<file path="src/rtl/fifo_wr_arbiter.sv">
// fifo_wr_arbiter: round-robin burst arbiter in front of
// the async FIFO write port, one grant of up to BURST_LEN beats.
module fifo_wr_arbiter #(
  parameter  int NUM_REQ   = 4,
  parameter  int DATASIZE  = 8,
  parameter  int BURST_LEN = 4,
  localparam int IDW       = $clog2(NUM_REQ)
) (
  input  logic                        wr_clk,
  input  logic                        wr_rst_n,
  input  logic [NUM_REQ-1:0]          req_valid,
  input  logic [NUM_REQ*DATASIZE-1:0] req_data,
  output logic [NUM_REQ-1:0]          req_ready,
  input  logic                        fifo_full,
  output logic                        fifo_wr_en,
  output logic [DATASIZE-1:0]         fifo_wr_data,
  output logic [IDW-1:0]              grant_id,
  output logic                        busy
);

  localparam int CW = $clog2(BURST_LEN + 1);
  localparam logic [CW-1:0]  LAST   = CW'(BURST_LEN - 1);
  localparam logic [IDW-1:0] RST_ID = IDW'(NUM_REQ - 1);

  typedef enum logic {
    IDLE,
    BURST
  } state_e;

  state_e         state_q, state_d;
  logic [IDW-1:0] grant_q, grant_d;
  logic [CW-1:0]  cnt_q, cnt_d;

  logic [IDW-1:0]      pick;
  logic [IDW-1:0]      cand;
  logic                any;
  logic                cur_valid;
  logic [DATASIZE-1:0] cur_data;

  // Rotating search starting just above the last grantee.
  always_comb begin
    pick = grant_q;
    cand = '0;
    any  = 1'b0;
    for (int k = 1; k <= NUM_REQ; k++) begin
      cand = IDW'((int'(grant_q) + k) % NUM_REQ);
      if (!any && req_valid[cand]) begin
        any  = 1'b1;
        pick = cand;
      end
    end
  end

  // Next-state logic and the combinational write-port outputs.
  always_comb begin
    state_d      = state_q;
    grant_d      = grant_q;
    cnt_d        = cnt_q;
    busy         = 1'b0;
    req_ready    = '0;
    fifo_wr_en   = 1'b0;
    fifo_wr_data = '0;
    cur_valid    = req_valid[grant_q];
    cur_data     = req_data[int'(grant_q)*DATASIZE +: DATASIZE];
    unique case (state_q)
      IDLE: begin
        if (any) begin
          grant_d = pick;
          cnt_d   = '0;
          state_d = BURST;
        end
      end
      BURST: begin
        busy               = 1'b1;
        req_ready[grant_q] = !fifo_full;
        fifo_wr_data       = cur_data;
        fifo_wr_en         = cur_valid && !fifo_full;
        if (!cur_valid) begin
          state_d = IDLE;
        end else if (!fifo_full) begin
          cnt_d = cnt_q + 1'b1;
          if (cnt_q == LAST) begin
            state_d = IDLE;
          end
        end
      end
    endcase
  end

  // State, grant and beat counter registers.
  always_ff @(posedge wr_clk or negedge wr_rst_n) begin
    if (!wr_rst_n) begin
      state_q <= IDLE;
      grant_q <= RST_ID;
      cnt_q   <= '0;
    end else begin
      state_q <= state_d;
      grant_q <= grant_d;
      cnt_q   <= cnt_d;
    end
  end

  assign grant_id = grant_q;

endmodule

</file>
<file path="config.mk">
export PLATFORM = sky130hd
export DESIGN_NAME = fifo_wr_arbiter
export DESIGN_NICKNAME = d
export VERILOG_FILES = /design/src/rtl/fifo_wr_arbiter.sv
export SDC_FILE = /design/constraint.sdc
export NUM_CORES = 1
export LEC_CHECK = 0
export CAP_MARGIN = 20
export CORE_MARGIN = 3
export CORE_UTILIZATION = 34
export CTS_BUF_LIST = sky130_fd_sc_hd__clkbuf_4
export CTS_CLUSTER_SIZE = 16
export DETAILED_ROUTE_END_ITERATION = 16
export GPL_TIMING_DRIVEN = 0
export PLACE_DENSITY_LB_ADDON = 0.15
export SYNTH_ARGS = -nofsm -noshare
export SYNTH_HDL_FRONTEND = slang
export SYNTH_SLANG_ARGS = --single-unit
</file>
<file path="constraint.sdc">
create_clock -name wr_clk -period 2.13 [get_ports wr_clk]
set_input_delay 0.426 -clock wr_clk [delete_from_list [all_inputs] [get_ports wr_clk]]
set_output_delay 0.426 -clock wr_clk [all_outputs]
set_load 0.01 [all_outputs]
</file>
## Word-level counts from Yosys, hierarchy flattened

Index checks and enable logic that the tools add are counted.

| storage, ports and cells | value |
|---|---|
| ROM bits | 0 |
| latch bits | 0 |
| logic and storage cells | 66 |
| bits in registers | 6 |
| input port bits | 39 |
| output and inout port bits | 16 |
| bits in writable memories | 0 |
| memories kept | 0 |

| cells by class | value |
|---|---|
| multiplexer cells | 33 |
| $mul | 0 |
| divide/modulo/power cells | 0 |
| reduce and logical (&&, ||, !) cells | 12 |
| bitwise logic cells | 2 |
| eq/ne operators | 4 |
| add/sub/neg operators | 5 |
| shift operators | 1 |
| order comparisons | 6 |

Operator list:

| cell | number |
|---|---|
| 32-bit by 6-bit indexed part select with 8-bit output | 1 |
| 1-bit 2-to-1 mux | 16 |
| 2-bit by 3-bit < comparator with 1-bit output (second input constant) | 5 |
| 1-bit binary-select mux with 2-bit select | 5 |
| 3-bit 2-to-1 mux | 3 |
| 2-bit 2-to-1 mux | 4 |
| 8-bit 2-to-1 mux | 1 |
| 3-bit case mux with 2 select lines | 1 |
| 3-bit AND reduction | 2 |
| 1-bit logical AND | 5 |
| 2-bit by 1-bit adder with 2-bit output (second input constant) | 2 |
| 2-bit adder (second input constant) | 2 |
| 4-bit AND | 1 |
| 1-bit zero test | 4 |
| 4-bit 2-to-1 mux | 1 |
| 2-bit != test (second input constant) | 2 |
| 4-bit nonzero test | 1 |
| 3-bit by 1-bit adder with 3-bit output (second input constant) | 1 |
| 3-bit by 2-bit equality test with 1-bit output (second input constant) | 1 |
| 1-bit demux with 2-bit select | 1 |
| 2-bit by 1-bit greater-or-equal comparator with 1-bit output (second input constant) | 1 |
| 2-bit by 1-bit != test with 1-bit output (second input constant) | 1 |
| 1-bit case mux with 2 select lines | 1 |
| 1-bit NOT | 1 |

## Longest topological paths before layout

Gate-level depths: netlist of run 1.

| depth | value |
|---|---|
| depth in word-level cells | 15 |
| gate-level depth with buffers | 8 |
| gate-level depth less buffers | 6 |

## Least setup slack after synthesis of run 1

Ideal clock, no wire load.

| timing | value |
|---|---|
| kind | register to register |
| start point | reg grant_q[0] (netlist: grant_id[0]) |
| end point | reg grant_q[1] (netlist: grant_id[1]) |
| period minus slack after synthesis | 2.131 ns |
| buffers on the path | 2 |
| arrival time | 2.046 ns |
| cell stages (with the launch flop) | 9 |
| data required time | 2.046 ns |
| slack | -0.001 ns |
| setup time | 0.084 ns |
| path through | dfstp_2 > buf_6 > buf_4 > inv_1 > ha_1 > mux4_2 > a211o_1 > a22oi_1 > mux2i_1 |

| between the ends | value |
|---|---|
| cells in the longest elaborated chain, start to end | 14 |
| elaborated cells on any way between the ends | 28 |
| those cells by class | add/sub: 4; mux: 16; reduce/logical: 8 |

Ends and longest elaborated chain:

| what | RTL line | RTL |
|---|---|---|
| from (decl) | 31 | `logic [IDW-1:0] grant_q, grant_d;` |
| from (signal assigned) | 98 | `grant_q <= grant_d;` |
| 2-bit by 1-bit adder with 2-bit output | 46 | `cand = IDW'((int'(grant_q) + k) % NUM_REQ);` |
| 1-bit binary-select mux with 2-bit select | 47 | `if (!any && req_valid[cand]) begin` |
| 1-bit 2-to-1 mux (implied by the code) | 47 |  |
| 1-bit 2-to-1 mux | 47 |  |
| 1-bit zero test | 47 |  |
| 1-bit logical AND | 47 |  |
| 1-bit 2-to-1 mux | 47 |  |
| 1-bit zero test | 47 |  |
| 1-bit logical AND | 47 |  |
| 1-bit 2-to-1 mux | 47 |  |
| 1-bit zero test | 47 |  |
| 1-bit logical AND | 47 |  |
| 4-bit nonzero test (no source line) or 1-bit 2-to-1 mux (tied branches) | - |  |
| 3-bit AND reduction (no source line) | - |  |

Parallel ways exist; a longest one is shown, timed or not. The select of a mux whose other input is x is not followed.
A chain may end at the register's enable or synchronous reset.

## Final worst setup path of run 1

| timing | value |
|---|---|
| start point | reg grant_q[0] (netlist: grant_id[0]) |
| end point | out fifo_wr_data[0] |

| between the ends | value |
|---|---|
| cells in the longest elaborated chain, start to end | 2 |

Ends and longest elaborated chain:

| what | RTL line | RTL |
|---|---|---|
| 32-bit by 6-bit indexed part select with 8-bit output | 64 | `cur_data = req_data[int'(grant_q)*DATASIZE +: DATASIZE];` |
| 8-bit 2-to-1 mux | 65 | `unique case (state_q)` |
| to (decl) | 16 | `output logic [DATASIZE-1:0] fifo_wr_data,` |

No other way between the ends.

==> metrics.md, run 1 <==
| Metric | Value |
|---|---|
| TritonCTS clock tree | yes |
| Final setup margin | -0.131 ns |
| Crit-path cells | buf_8 -> buf_12 -> mux4_2 -> and2_1 -> buf_2 |
| IO Pins | 55 |
| Ratio of cells with drive above 1 in the final layout | 0.407 |
| DRT iter0 DRCs | 19 |
| FF-to-FF Start | grant_id[0]$_DFFE_PN1P_ |
| Sequential fraction of the synthesis area | 0.179 |
| Fin nets | 196 |
| Crit end category | output port |
| Post-synth EDFFs | 0 |
| Final Hold Fails | 0 |
| H-tree depth | 1 |
| Ranking of synthesized cells by area | mux4_2, dfrtp_1, and2_1 |
| Reg2Reg Setup Slack | -0.04 ns |
| Worst Tran Pin Value | 0.461 ns |
| Static Leak | 0.000736 uW |
| Cts bufs inserted | 3 |
| Hold crit path type | in2async |
| RePlAce Congestion | 0.753 |
| Clk_skew | 0.0147 ns |
| CP max stage cell | dfstp_2 |
| Synth Warn # | 0 |
| Crit path arrival time | 1.83 ns |
| Int Power | 1360 uW |
| Switching share of power | 0.366 |
| Number of antenna repair diodes | 0 |
| Clock power share | 0.063 |
| Max cap viols | 0 |
| Synth async-reset ratio | 1.00 |
| Grt ovf | 0 |
| Slew Viols, Final | 0 |
| Syn-to-layout area delta | 91.5% |
| Drt pass-1 iters | 4 |
| Post-layout power | 2150 uW |
| Slew headroom | 0.693 |
| Crit Path Class | reg2out |
| Max stage delay on crit path | 0.55 ns |
| Worst Hold Slack | 0.409 ns |
| Commonest register cell after synthesis | dfrtp_1 |
| Unrepaired setup endpoints after global routing | true |
| Worst r2r path cells | 11 |
| Switching power | 785 uW |
| Die extent in x | 56.0 um |
| Number of global-route vias before repair | 945 |
| Fill cells | 180 |
| Cells after DPL | 158 |
| Maximum clock rate | 0.442 GHz |
| DR WL/cell | 15.2 um |
| Register area | 153 sq um |
| Core Footprint | 2300 sq um |
| Largest net degree at the start of global routing | 11 |
| Final setup viols | 11 |
| Global-route wire length before repair | 4530 um |
| Share of the synthesized area in the top cell type | 0.291 |
| Worst EP required | 1.70 ns |
| Die height | 56.0 um |
| Power per Cell Area | 1320 nW/um^2 |
| CTS Sinks | 6 |
| PortBufs | 54 |
| DR DRC count | 0 |
| Clk Latency, worst-skew pair | 0.26 ns |
| Die ar. | 3140 sq um |
| Worst vdd ir | 0.950 mV |
| RR Endpoint | grant_id[0]$_DFFE_PN1P_ |
| Final cell count without fillers | 178 |
| Netlist cell types | 30 |
| Area leader, netlist | mux4_2 |
| DP HPWL | 1990 um |
| Fin crit period | 2.26 ns |
| Via density | 5.16 |
| Antenna violation net count after detailed routing | 0 |
| Initial antenna violation count | 0 |
| Failing checks | setup timing |
| Clk slew on worst S/H paths | 0.06 ns |
| Root Buffer | clkbuf_4 |
| CP Max Fanout | 7 |
| Multi-input combinational cell area | 673 sq um |
| DR vias | 919 |
| Startpoint types | flip-flop |
| Synth Cell Area | 851 sq um |
| Sequential fraction of design power | 0.104 |
| Syn Inst Count | 76 |
| #FFs+latches synth | 6 |
| Initial core utilization | 0.370 |
| Syn avg cell area | 11.2 sq um |
| Rows | 17 |
| Total Wirelength | 2700 um |
| Outcome | finished with violations |
| Comb pwr share | 0.832 |
| Setup TNS | -1.02 ns |
| All-Layer GR Usage | 0.182 |
| Worst-case clock buffer depth | 2 |
| Mapped Nets | 121 |
| Fin crit share | 1.06 |
==> worst max-delay path, delay by kind of cell (launching register included) <==
kind / cells / cell delay, ns
simple gates: 1 / 0.16
buf+inv: 3 / 0.38
mux: 1 / 0.49
flops: 1 / 0.55
==> cell usage after synthesis (all sizes together), types with 3 or more instances <==
| master | instances |
|---|---|
| a21oi | 3 |
| and2 | 13 |
| buf | 4 |
| dfrtp | 4 |
| ha | 6 |
| inv | 6 |
| mux2i | 4 |
| mux4 | 11 |
| nor2 | 4 |
==> power by group through the flow <==
| stage | sequential [uW] | combinational [uW] | clock, uW |
|---|---|---|---|
| global placement | 225 | 1350 | 0 |
| CTS | 223 | 1760 | 141 |
| finish | 224 | 1790 | 136 |
| floorplan | 231 | 868 | 0 |
| global route | 233 | 1920 | 156 |
| detailed placement | 228 | 1370 | 0 |
==> sequential cells by signal, summed over array words and instances (netlist names) <==
name and flops:
cnt_q 3, grant_id 2, state_q 1
==> layout make-up <==
type | instances | area share
repair buffers | 71 | 0.406
clock buffers | 4 | 0.0184
plain buffers | 4 | 0.0330
multi-input cells | 59 | 0.413
flip-flops and latches | 6 | 0.0937
well taps | 28 | 0.0215
inverters | 6 | 0.0138
==> routing by layer <==
metal | GRT usage | share of wire | vias up | routed length (um)
li1 | - | - | 438 | -
met1 | 0.212 | 0.40 | 456 | 1080
met2 | 0.341 | 0.56 | 20 | 1520
met3 | 0.0348 | 0.030 | 5 | 80
met4 | 0.0407 | 0.0092 | 0 | 25
met5 | 0 | 0 | - | 0
==> how the worst max path moves through the flow <==
stage,slack [ns],end,from
after floorplan,0.02,grant_id[1]$_DFFE_PN1P_,grant_id[1]$_DFFE_PN1P_
final,-0.13,fifo_wr_data[0],grant_id[0]$_DFFE_PN1P_
after global routing,-0.21,fifo_wr_data[0],grant_id[0]$_DFFE_PN1P_
after detailed placement,-0.47,fifo_wr_en,req_valid[0]
after global placement,-0.45,fifo_wr_en,req_valid[0]
after CTS,-0.17,fifo_wr_data[0],grant_id[0]$_DFFE_PN1P_
==> logic make-up after synthesis <==
group           Yosys count  synth area share
buf+inv                  11            0.0720
simple gates             23             0.156
fa+ha+maj                 6            0.0882
compound gates           12             0.125
xor+xnor                  1            0.0103
flops                     6             0.179
mux                      17             0.369
==> placed cells by master, fill, tap and decap left out, types with 2 or more instances in the layout <==
cell type and instances:
a21oi_1 2, a22o_1 2, and2_1 12, buf_12 2, buf_2 10, buf_4 12
buf_6 5, buf_8 2, clkbuf_4 4, clkdlybuf4s50_1 36, dfrtp_1 4, dfstp_2 2
dlygate4sd2_1 6, ha_1 5, inv_1 4, inv_2 2, mux2i_1 4, mux4_2 11
nand3_1 2, nor2_1 3
==> through the flow <==
| step | setup slack [ns] | utilization | instance area [sq um] |
|---|---|---|---|
| floorplan | 0.0152 | - | 855 |
| global placement | -0.448 | 0.623 | 1430 |
| detailed placement | -0.469 | 0.623 | 1430 |
| CTS | -0.175 | 0.705 | 1620 |
| global route | -0.206 | 0.709 | 1630 |
| finish | -0.131 | 0.709 | 1630 |
==> timing repair <==
item | CTS | global route
cloned | 1 | 0
hold buffers | 0 | 0
setup endpoints to repair | 15 | 14
gates resized for setup | 70 | 3
setup buffers | 15 | 1
pin swaps | 5 | 2
(Power assumes the default switching activity.)
==> run 2: changes to the inputs <==
SLEW_MARGIN = 20   (was not set)
==> results of run 2 <==
No change in the layout: final DEF, timing and power equal those of run 1.
